<file path="src/rtl/id_hazard_if.sv">
// ID-stage hazard control bundle: decoder/EX-stage status in, pipeline
// steering and multi-cycle FP unit status out.
interface id_hazard_if;
  logic        id_valid;
  logic [4:0]  id_rs1;
  logic [4:0]  id_rs2;
  logic [4:0]  id_rd;
  logic        id_uses_rs1;
  logic        id_uses_rs2;
  logic        id_writes_rd;
  logic        id_rs1_fp;
  logic        id_rs2_fp;
  logic        id_rd_fp;
  logic        id_is_mc;
  logic        id_jal;
  logic        ex_mem_read;
  logic [4:0]  ex_rd;
  logic        ex_rd_fp;
  logic        ex_redirect;
  logic        stall_if;
  logic        stall_id;
  logic        flush_id;
  logic        bubble_ex;
  logic        mc_start;
  logic        mc_busy;
  logic        mc_done;
  logic [4:0]  mc_rd;
  logic [31:0] fp_pending;

  modport master (
    output id_valid, id_rs1, id_rs2, id_rd, id_uses_rs1, id_uses_rs2,
           id_writes_rd, id_rs1_fp, id_rs2_fp, id_rd_fp, id_is_mc, id_jal,
           ex_mem_read, ex_rd, ex_rd_fp, ex_redirect,
    input  stall_if, stall_id, flush_id, bubble_ex,
           mc_start, mc_busy, mc_done, mc_rd, fp_pending
  );

  modport slave (
    input  id_valid, id_rs1, id_rs2, id_rd, id_uses_rs1, id_uses_rs2,
           id_writes_rd, id_rs1_fp, id_rs2_fp, id_rd_fp, id_is_mc, id_jal,
           ex_mem_read, ex_rd, ex_rd_fp, ex_redirect,
    output stall_if, stall_id, flush_id, bubble_ex,
           mc_start, mc_busy, mc_done, mc_rd, fp_pending
  );
endinterface

</file>
<file path="src/rtl/id_hazard_ctrl.sv">
// ID-stage interlock for the RV32IF core: load-use, FP scoreboard and
// structural hazards, plus the scheduler for the shared FDIV/FSQRT unit.
module id_hazard_ctrl #(
  parameter int MC_CYCLES = 12
) (
  input logic        clk,
  input logic        rst,
  id_hazard_if.slave hz
);

  localparam int CNT_W = 6;

  typedef enum logic [1:0] {
    IDLE = 2'd0,
    BUSY = 2'd1,
    WB   = 2'd2
  } state_e;

  state_e             state_q, state_d;
  logic [CNT_W-1:0]   cnt_q, cnt_d;
  logic [4:0]         mc_rd_q, mc_rd_d;
  logic [31:0]        pend_q, pend_d;

  logic               rd_is_fp;
  logic               rd_written;
  logic               load_use;
  logic               sb_hazard;
  logic               struct_hazard;
  logic               stall;
  logic               issue;

  logic               stall_if_c;
  logic               stall_id_c;
  logic               flush_id_c;
  logic               bubble_ex_c;

  // Same architectural register; integer x0 is hardwired and never aliases.
  function automatic logic reg_eq(input logic [4:0] a, input logic a_fp,
                                  input logic [4:0] b, input logic b_fp);
    return (a == b) && (a_fp == b_fp) && (a_fp || (a != 5'd0));
  endfunction

  function automatic logic fp_pending_hit(input logic        used,
                                          input logic [4:0]  r,
                                          input logic        r_fp,
                                          input logic [31:0] pend);
    return used && r_fp && pend[r];
  endfunction

  // FDIV/FSQRT always write an FP rd even if the decoder flags are sparse.
  assign rd_is_fp   = hz.id_rd_fp | hz.id_is_mc;
  assign rd_written = hz.id_writes_rd | hz.id_is_mc;

  always_comb begin
    load_use = hz.ex_mem_read &&
               ((hz.id_uses_rs1 && reg_eq(hz.id_rs1, hz.id_rs1_fp, hz.ex_rd, hz.ex_rd_fp)) ||
                (hz.id_uses_rs2 && reg_eq(hz.id_rs2, hz.id_rs2_fp, hz.ex_rd, hz.ex_rd_fp)));

    sb_hazard = fp_pending_hit(hz.id_uses_rs1, hz.id_rs1, hz.id_rs1_fp, pend_q) ||
                fp_pending_hit(hz.id_uses_rs2, hz.id_rs2, hz.id_rs2_fp, pend_q) ||
                fp_pending_hit(rd_written,     hz.id_rd,  rd_is_fp,     pend_q);

    struct_hazard = hz.id_is_mc && (state_q != IDLE);

    stall = hz.id_valid && (load_use || sb_hazard || struct_hazard);
    issue = hz.id_valid && hz.id_is_mc && !stall && !hz.ex_redirect;
  end

  // Steering priority: EX redirect, then interlock stall, then JAL flush.
  always_comb begin
    stall_if_c  = 1'b0;
    stall_id_c  = 1'b0;
    flush_id_c  = 1'b0;
    bubble_ex_c = 1'b0;
    if (hz.ex_redirect) begin
      flush_id_c  = 1'b1;
      bubble_ex_c = 1'b1;
    end else if (stall) begin
      stall_if_c  = 1'b1;
      stall_id_c  = 1'b1;
      bubble_ex_c = 1'b1;
    end else if (hz.id_valid && hz.id_jal) begin
      flush_id_c  = 1'b1;
    end
  end

  // Redirects never touch the FSM: an in-flight op is older than the branch.
  always_comb begin
    state_d = state_q;
    cnt_d   = cnt_q;
    mc_rd_d = mc_rd_q;
    pend_d  = pend_q;
    case (state_q)
      IDLE: begin
        if (issue) begin
          state_d           = BUSY;
          cnt_d             = CNT_W'(MC_CYCLES - 1);
          mc_rd_d           = hz.id_rd;
          pend_d[hz.id_rd]  = 1'b1;
        end
      end
      BUSY: begin
        cnt_d = cnt_q - CNT_W'(1);
        if (cnt_q == CNT_W'(1)) begin
          state_d = WB;
        end
      end
      WB: begin
        state_d          = IDLE;
        pend_d[mc_rd_q]  = 1'b0;
      end
      default: begin
        state_d = IDLE;
      end
    endcase
  end

  always_ff @(posedge clk) begin
    if (rst) begin
      state_q <= IDLE;
      cnt_q   <= '0;
      mc_rd_q <= '0;
      pend_q  <= '0;
    end else begin
      state_q <= state_d;
      cnt_q   <= cnt_d;
      mc_rd_q <= mc_rd_d;
      pend_q  <= pend_d;
    end
  end

  assign hz.stall_if   = stall_if_c;
  assign hz.stall_id   = stall_id_c;
  assign hz.flush_id   = flush_id_c;
  assign hz.bubble_ex  = bubble_ex_c;
  assign hz.mc_start   = issue;
  assign hz.mc_busy    = (state_q != IDLE);
  assign hz.mc_done    = (state_q == WB);
  assign hz.mc_rd      = mc_rd_q;
  assign hz.fp_pending = pend_q;

  a_issue_from_idle : assert property (@(posedge clk) disable iff (rst)
    issue |-> (state_q == IDLE));
  a_wb_returns_idle : assert property (@(posedge clk) disable iff (rst)
    (state_q == WB) |=> (state_q == IDLE));

endmodule
</file>
<file path="src/flat_wrapper.sv">
// flat-port wrapper written by rule: the top's interface ports become plain ports
module id_hazard_ctrl_flat 
#(
  parameter int MC_CYCLES = 12
)
  (clk, rst, hz_id_valid, hz_id_rs1, hz_id_rs2, hz_id_rd, hz_id_uses_rs1, hz_id_uses_rs2, hz_id_writes_rd, hz_id_rs1_fp, hz_id_rs2_fp, hz_id_rd_fp, hz_id_is_mc, hz_id_jal, hz_ex_mem_read, hz_ex_rd, hz_ex_rd_fp, hz_ex_redirect, hz_stall_if, hz_stall_id, hz_flush_id, hz_bubble_ex, hz_mc_start, hz_mc_busy, hz_mc_done, hz_mc_rd, hz_fp_pending);
  id_hazard_if hz_i ();
  input logic clk;
  input logic rst;
  input wire logic [$bits(hz_i.id_valid)-1:0] hz_id_valid;
  input wire logic [$bits(hz_i.id_rs1)-1:0] hz_id_rs1;
  input wire logic [$bits(hz_i.id_rs2)-1:0] hz_id_rs2;
  input wire logic [$bits(hz_i.id_rd)-1:0] hz_id_rd;
  input wire logic [$bits(hz_i.id_uses_rs1)-1:0] hz_id_uses_rs1;
  input wire logic [$bits(hz_i.id_uses_rs2)-1:0] hz_id_uses_rs2;
  input wire logic [$bits(hz_i.id_writes_rd)-1:0] hz_id_writes_rd;
  input wire logic [$bits(hz_i.id_rs1_fp)-1:0] hz_id_rs1_fp;
  input wire logic [$bits(hz_i.id_rs2_fp)-1:0] hz_id_rs2_fp;
  input wire logic [$bits(hz_i.id_rd_fp)-1:0] hz_id_rd_fp;
  input wire logic [$bits(hz_i.id_is_mc)-1:0] hz_id_is_mc;
  input wire logic [$bits(hz_i.id_jal)-1:0] hz_id_jal;
  input wire logic [$bits(hz_i.ex_mem_read)-1:0] hz_ex_mem_read;
  input wire logic [$bits(hz_i.ex_rd)-1:0] hz_ex_rd;
  input wire logic [$bits(hz_i.ex_rd_fp)-1:0] hz_ex_rd_fp;
  input wire logic [$bits(hz_i.ex_redirect)-1:0] hz_ex_redirect;
  output wire logic [$bits(hz_i.stall_if)-1:0] hz_stall_if;
  output wire logic [$bits(hz_i.stall_id)-1:0] hz_stall_id;
  output wire logic [$bits(hz_i.flush_id)-1:0] hz_flush_id;
  output wire logic [$bits(hz_i.bubble_ex)-1:0] hz_bubble_ex;
  output wire logic [$bits(hz_i.mc_start)-1:0] hz_mc_start;
  output wire logic [$bits(hz_i.mc_busy)-1:0] hz_mc_busy;
  output wire logic [$bits(hz_i.mc_done)-1:0] hz_mc_done;
  output wire logic [$bits(hz_i.mc_rd)-1:0] hz_mc_rd;
  output wire logic [$bits(hz_i.fp_pending)-1:0] hz_fp_pending;
  assign hz_i.id_valid = hz_id_valid;
  assign hz_i.id_rs1 = hz_id_rs1;
  assign hz_i.id_rs2 = hz_id_rs2;
  assign hz_i.id_rd = hz_id_rd;
  assign hz_i.id_uses_rs1 = hz_id_uses_rs1;
  assign hz_i.id_uses_rs2 = hz_id_uses_rs2;
  assign hz_i.id_writes_rd = hz_id_writes_rd;
  assign hz_i.id_rs1_fp = hz_id_rs1_fp;
  assign hz_i.id_rs2_fp = hz_id_rs2_fp;
  assign hz_i.id_rd_fp = hz_id_rd_fp;
  assign hz_i.id_is_mc = hz_id_is_mc;
  assign hz_i.id_jal = hz_id_jal;
  assign hz_i.ex_mem_read = hz_ex_mem_read;
  assign hz_i.ex_rd = hz_ex_rd;
  assign hz_i.ex_rd_fp = hz_ex_rd_fp;
  assign hz_i.ex_redirect = hz_ex_redirect;
  assign hz_stall_if = hz_i.stall_if;
  assign hz_stall_id = hz_i.stall_id;
  assign hz_flush_id = hz_i.flush_id;
  assign hz_bubble_ex = hz_i.bubble_ex;
  assign hz_mc_start = hz_i.mc_start;
  assign hz_mc_busy = hz_i.mc_busy;
  assign hz_mc_done = hz_i.mc_done;
  assign hz_mc_rd = hz_i.mc_rd;
  assign hz_fp_pending = hz_i.fp_pending;
  id_hazard_ctrl #(.MC_CYCLES(MC_CYCLES)) u_core (.clk(clk), .rst(rst), .hz(hz_i));
endmodule
</file>
<file path="config.mk">
export PLATFORM = sky130hd
export DESIGN_NAME = id_hazard_ctrl_flat
export DESIGN_NICKNAME = d
export VERILOG_FILES = /design/src/rtl/id_hazard_if.sv /design/src/rtl/id_hazard_ctrl.sv /design/src/flat_wrapper.sv
export SDC_FILE = /design/constraint.sdc
export NUM_CORES = 1
export LEC_CHECK = 0
export ABC_AREA = 1
export CORE_MARGIN = 2
export CORE_UTILIZATION = 35
export DETAILED_ROUTE_END_ITERATION = 16
export HOLD_SLACK_MARGIN = 0.03
export SYNTH_ARGS = -nofsm -noshare
export SYNTH_HDL_FRONTEND = slang
export SYNTH_SLANG_ARGS = --single-unit
</file>
<file path="constraint.sdc">
create_clock -name clk -period 2.5 [get_ports clk]
set_input_delay 0.5 -clock clk [delete_from_list [all_inputs] [get_ports clk]]
set_output_delay 0.5 -clock clk [all_outputs]
set_load 0.02 [all_outputs]
</file>
==> qor.yml, run 1 <==
power_and_ir_drop:
  p_leak_nw: 2.87
  power_density_mw_per_mm2: 391
  ir_drop_mv: 0.250
  fin_total_pwr_mw: 2.33
cts:
  clk_pin_slew_ps: 100
  cts_tree: "done"
  ctsHoldBuffers: 0
  cts_root_buffer: "clkbuf_8"
  cts_made_buffers: 5
  clock_path_buffers: 2
  clk_latency_ps: 320
  cts_max_level: 2
  cts.sink_count: 45
synth:
  ys_seq_area_share_pct: 23.3
  netlist_area_mm2: 0.00386
  synth_top_cell_area_share_pct: 23.3
  syn_inst: 704
  synth.top_cells.by_area: "dfxtp_1 23%, nand2_1 17%, nor2_1 11%"
  yosys.cell_types.count: 32
  ys_ff_latch: 45
  yosys.area.top_type: "dfxtp_1"
  synth.avg_cell_area_um2: 5.48
  syn_nets: 740
  ys_warn_count: 0
finish:
  nets: 926
  drive_above_1_share_pct: 23.9
  diodes: 0
  stdcell_count: 1031
  fin_area_mm2: 0.00595
  areaGrowthSynthToFinish_pct: 54.2
floorplan:
  num_rows: 38
  die_h_um: 109
  die_w_um: 109
  coreArea_mm2: 0.0108
  io_pins: 78
  start_util_pct: 35.8
  die-area_mm2: 0.0119
grt:
  grt_use_total_pct: 27.8
  antenna_found_initial: 0
  grt_max_degree: 48
  grt_pass1_wl_um: 25500
  overflow: 0
  grt_pass1_vias: 4912
detailed_routing:
  drtAntennaViolNets: 0
  vias: 5370
  drtIter0Drc: 505
  via_per_inst: 5.21
  detail_route.wl_per_cell_um: 16.0
  wl_um: 16500
  first_pass_iters: 6
  remaining_drc_errors: 0
critical_path:
  end_kind: "primary output"
  start_kind: "input pin"
  crit_fanout: 9
  required_ps: 2000
  worstSetupPathType: "in2out"
  cp.arrival_ps: 2050
sta:
  rsz0062_at_grt: "true"
  slew_violations: 0
  fin_tns_setup_ps: -104
  setup_ws_ps: -53.5
  setup_violations: 2
  finalClockSkew_ps: 11.6
  final-hold-violation-count: 0
  tightestPinTransition_ps: 723
  layout_worst_path_cycle_share_pct: 102
  period_minus_slack_ps: 2550
  fmax_mhz: 392
  relSlewSlack_pct: 51.6
  whs_ps: 490
placement:
  post_dp_cell_area_mm2: 0.00557
  hpwlAfterDp_um: 12600
  port_buffers: 77
  gp_congestion: 0.979
  place_inst: 1012
job:
  maxCapViolCount: 0
outcome:
  status: "complete, but fails checks"
  failed_checks: "negative setup slack"
min_path:
  min_path_type: "reg2reg"
[synth_stat cells]
library cell / number
a21boi_0: 1
a21o_1: 2
a21oi_1: 78
a22oi_1: 3
a31oi_1: 4
buf_1: 1
buf_2: 9
buf_4: 8
buf_6: 4
clkbuf_1: 9
clkinv_1: 2
dfxtp_1: 45
ha_1: 2
inv_1: 84
inv_2: 2
nand2_1: 172
nand2_2: 2
nand2_4: 1
nand3_1: 73
nand3b_1: 1
nand4_1: 4
nand4_2: 1
nor2_1: 109
nor2_2: 2
nor3_1: 16
o211ai_1: 4
o21ai_0: 53
o21ai_1: 5
o21bai_1: 2
o22ai_1: 2
xnor2_1: 1
xor2_1: 2
[through the flow]
stage,utilization (%),worst slack [ps]
2_1_floorplan,-,32.4
3_3_place_gp,51.6,-1010
3_5_place_dp,51.6,-1040
4_1_cts,54.7,-67.1
5_1_grt,55.1,-124
6_report,55.1,-53.5
[power by group]
| part | switching (mW) | internal, mW | total, mW |
|---|---|---|---|
| clock | 0.282 | 0.300 | 0.582 |
| combinational | 0.518 | 0.417 | 0.935 |
| sequential | 0.0486 | 0.763 | 0.812 |
[final timing paths]
check                           from                 endpoint  slack (ps)  cells after the start
max                      hz_id_rd[0]              hz_mc_start         -50                     16
min                  u_core.cnt_q[5]          u_core.cnt_q[5]         490                      2
max reg2reg  u_core.hz.fp_pending[5]  u_core.hz.fp_pending[4]         150                     18
min reg2reg          u_core.cnt_q[5]          u_core.cnt_q[5]         490                      2
[layer usage]
layer  up-vias  global-route usage [%]  part of all wire [%]
met1      2480                    37.6                    45
met5         -                       0                     0
met2       207                    46.4                    47
li1       2658                       -                     -
met4         0                    8.61                   2.1
met3        25                    3.23                   6.0
[worst max-delay path, cell delays in order]
cell     delay [ps]
buf_8           110
buf_4           160
nand2_1          50
o21ai_0          80
nand2_1          90
nand2_1          60
nand2_1          70
nand2_1          50
nor2_1           80
nand2_1         120
nand2_1         100
nand3_2         110
nor2_4          140
nand4_4         130
inv_2           100
buf_6           110
[cells by family after synthesis]
| group | synth area share (%) |
|---|---|
| compound gates | 20.9 |
| xor+xnor | 0.681 |
| simple gates | 41.0 |
| flops | 23.3 |
| buf+inv | 13.4 |
| fa+ha+maj | 0.648 |
[cell usage in the layout (no fill, tap or decap), types with 9 or more instances in the layout]
| master | instances |
|---|---|
| buf_4 | 118 |
| dfxtp_1 | 40 |
| inv_2 | 17 |
| o21ai_0 | 49 |
| inv_1 | 67 |
| nor2_1 | 100 |
| nand3_1 | 69 |
| a21oi_1 | 75 |
| dlygate4sd2_1 | 14 |
| clkdlybuf4s50_1 | 48 |
| buf_6 | 11 |
| nor3_1 | 10 |
| buf_2 | 9 |
| nand2_1 | 169 |
[layout make-up]
cell class / instances / area (µm²)
clock buffer: 5 / 68.8
clock inverter: 3 / 46.3
fill: 1133 / 4840
inverter: 88 / 343
multi-input combinational: 540 / 2610
sequential: 45 / 907
tap: 140 / 175
timing repair buffer: 210 / 1800
[sequential cells by signal, indices dropped and copies added, names as in the netlist]
signal,count
u_core.state_q,2
u_core.hz.mc_rd,5
u_core.cnt_q,6
u_core.hz.fp_pending,32
[timing repair]
action	CTS	global route
pin swaps	15	10
endpoints found under the setup margin	47	28
cloned	5	0
buffers inserted	3	3
resized for setup	133	29
Note: power is estimated with default switching activity, not from simulation.
==> inputs of run 2 (changes only) <==
--- a/config.mk
+++ b/config.mk
@@ -8,8 +8,10 @@
 export ABC_AREA = 1
 export CORE_MARGIN = 2
 export CORE_UTILIZATION = 35
+export CTS_CLUSTER_DIAMETER = 150
 export DETAILED_ROUTE_END_ITERATION = 16
 export HOLD_SLACK_MARGIN = 0.03
+export SLEW_MARGIN = 10
 export SYNTH_ARGS = -nofsm -noshare
 export SYNTH_HDL_FRONTEND = slang
 export SYNTH_SLANG_ARGS = --single-unit
==> results of run 2 <==
Same layout as run 1: the final DEF is identical, and so are final timing and power.
==> inputs of run 3 (changes only) <==
--- a/config.mk
+++ b/config.mk
@@ -5,7 +5,6 @@
 export SDC_FILE = /design/constraint.sdc
 export NUM_CORES = 1
 export LEC_CHECK = 0
-export ABC_AREA = 1
 export CORE_MARGIN = 2
 export CORE_UTILIZATION = 35
 export CTS_CLUSTER_DIAMETER = 150
@@ -15,3 +14,4 @@
 export SYNTH_ARGS = -nofsm -noshare
 export SYNTH_HDL_FRONTEND = slang
 export SYNTH_SLANG_ARGS = --single-unit
+export TNS_END_PERCENT = 1
==> qor.yml, run 3 <==
sta:
  final-hold-violation-count: 0  # unchanged
  layout_worst_path_cycle_share_pct: 122  # +20 points
  setup_ws_ps: -558  # -504 ps
  whs_ps: 541  # +51.4 ps
  setup_violations: 27  # +25
  tightestPinTransition_ps: 583  # -140 ps
  slew_violations: 0  # unchanged
  relSlewSlack_pct: 60.7  # +9.1 points
  period_minus_slack_ps: 3060  # +504 ps
  fmax_mhz: 327  # -16%
  rsz0062_at_grt: "true"
  finalClockSkew_ps: 10.8  # -0.734 ps
floorplan:
  die_w_um: 102  # -6.5%
  coreArea_mm2: 0.00928  # -14%
  start_util_pct: 36.1  # +0.38 points
  num_rows: 35  # -7.9%
  die_h_um: 102  # -6.5%
  die-area_mm2: 0.0104  # -13%
  io_pins: 78  # unchanged
power_and_ir_drop:
  power_density_mw_per_mm2: 319  # -19%
  p_leak_nw: 2.10  # -27%
  ir_drop_mv: 0.187  # -25%
  fin_total_pwr_mw: 1.66  # -29%
finish:
  final_common_cell: "buf_4"
  nets: 593  # -36%
  final_util_pct: 56.1  # +0.98 points
  areaGrowthSynthToFinish_pct: 55.3
  final_cell_mix: "99 x buf_4, 69 x nor2_1, 59 x clkdlybuf4s50_1"
  drive_above_1_share_pct: 34.2  # +10 points
  largest_reg_flops: 32  # unchanged
  diodes: 0  # unchanged
  stdcell_count: 687  # -33%
placement:
  place_inst: 664  # -34%
  hpwlAfterDp_um: 9220  # -27%
  gp_congestion: 0.913  # -6.7%
  place_ws_ps: -1430  # -398 ps
  port_buffers: 77  # unchanged
cts:
  cts_root_buffer: "clkbuf_8"
  cts_tree: "done"
  ctsHoldBuffers: 0  # unchanged
  clk_latency_ps: 310  # about the same
  cts.sink_count: 45  # unchanged
  cts_made_buffers: 5  # unchanged
  clock_path_buffers: 2  # unchanged
  clk_pin_slew_ps: 100  # about the same
  cts_max_level: 2  # unchanged
synth:
  synth_top_cell_area_share_pct: 26.8  # +3.5 points
  synth.most_common_cell: "nor2_1"
  ys_warn_count: 0  # unchanged
  yosys.area.top_type: "dfxtp_1"
  async_reset_ff_share_pct: 0  # unchanged
  synth.avg_cell_area_um2: 8.63  # +57%
  syn_inst: 389  # -45%
  ys_ff_latch: 45  # unchanged
  ys_seq_area_share_pct: 26.8  # +3.5 points
  synth-edff-count: 0  # unchanged
  synth_common_cells: "71 x nor2_1, 45 x dfxtp_1, 38 x a21oi_1"
  synthFlopType: "dfxtp_1"
  yosys.cell_types.count: 67  # +110%
  syn_nets: 425  # -43%
  netlist_area_mm2: 0.00336  # -13%
  synth.top_cells.by_area: "dfxtp_1 27%, nor2_1 7.9%, mux4_2 7.4%"
critical_path:
  reg2reg_slack_ps: -180  # -330 ps
  cpMostUsedCell: "buf_6"
  end_kind: "primary output"
  cp.arrival_ps: 2560  # +510 ps
  start_kind: "flip-flop"
  worstSetupPathType: "reg2out"
  crit_slowest_cell: "mux4_2"
  cp_cell_sequence: "buf_6 -> buf_4 -> mux4_2 -> nor3_2 -> o21bai_1 -> o2111a_2 -> nor3_4 -> nand2_1 -> and3b_2 -> buf_6"
  required_ps: 2000  # about the same
  crit_fanout: 3  # -6
  max_stage_delay_ps: 460  # +300 ps
detailed_routing:
  wl_um: 12600  # -24%
  remaining_drc_errors: 0  # unchanged
  drtIter0Drc: 237  # -53%
  drtAntennaViolNets: 0  # unchanged
  first_pass_iters: 4  # -2
  detail_route.wl_per_cell_um: 18.3  # +15%
  vias: 3744  # -30%
  via_per_inst: 5.45  # +4.6%
job:
  maxCapViolCount: 0  # unchanged
grt:
  grt_use_total_pct: 24.5  # -3.4 points
  grt_max_degree: 33  # -31%
  grt_pass1_vias: 3626  # -26%
  overflow: 0  # unchanged
  grt_pass1_wl_um: 19500  # -24%
  antenna_found_initial: 0  # unchanged
outcome:
  status: "complete, but fails checks"
  failed_checks: "negative setup slack"
min_path:
  min_path_type: "reg2reg"
run 3: cells by family after synthesis:
| logic type | synth area share, % |
|---|---|
| simple gates | 30.9 |
| compound gates | 15.7 |
| flops | 26.8 |
| mux | 17.3 |
| buf+inv | 5.14 |
| xor+xnor | 3.39 |
| fa+ha+maj | 0.746 |
run 3: stage by stage:
stage / setup TNS (ps) / cell area (µm²)
finish: -4090 / 5210
floorplan: -5300 / 3380
global route: -7770 / 5210
detailed placement: -43100 / 4900
global placement: -40600 / 4900
CTS: -2460 / 5190
run 3: cell type report:
class | count | area [µm²]
fillers | 878 | 4070
flip-flops and latches | 45 | 908
repair buffers | 189 | 1690
clock buffers | 6 | 82.6
well taps | 129 | 161
clock inverters | 2 | 17.5
inverters | 5 | 18.8
multi-input cells | 311 | 2340
run 3: where the power goes:
group          switching, mW  leakage, nW  internal [mW]  total [mW]
Clock                  0.281       0.0518          0.230       0.511
Combinational          0.200         1.68          0.209       0.410
Sequential            0.0124        0.366          0.728       0.740
Total                  0.493         2.10           1.17        1.66
run 3: path summary, 6_finish.rpt:
kind	startpoint	end	depth (start not counted)
hold reg to reg	u_core.hz.mc_rd[0]	u_core.hz.mc_rd[0]	2
hold / removal	u_core.hz.mc_rd[0]	u_core.hz.mc_rd[0]	2
setup reg to reg	u_core.hz.fp_pending[0]	u_core.hz.fp_pending[0]	10
setup / recovery	u_core.hz.fp_pending[0]	hz_stall_id	10
run 3: repair_timing:
item,4_1_cts,5_1_grt
resized for setup,91,6
setup buffers,13,1
hold endpoints to repair,0,0
gates cloned,1,0
setup endpoints to repair,49,45
pin swaps,18,11
run 3: critical path: cells and delay by family, from the launching register on:
family | cells | cell delay [ps]
mux | 1 | 460
compound gates | 2 | 280
buf+inv | 3 | 360
simple gates | 4 | 800
flops | 1 | 330
run 3: per-layer routing:
| metal | up-vias | global-route usage (%) | routed length (µm) |
|---|---|---|---|
| met3 | 27 | 3.83 | 806 |
| met4 | 0 | 8.21 | 345 |
| met1 | 1792 | 34.5 | 5730 |
| met2 | 168 | 38.4 | 5690 |
| li1 | 1757 | - | - |
| met5 | - | 0 | 0 |
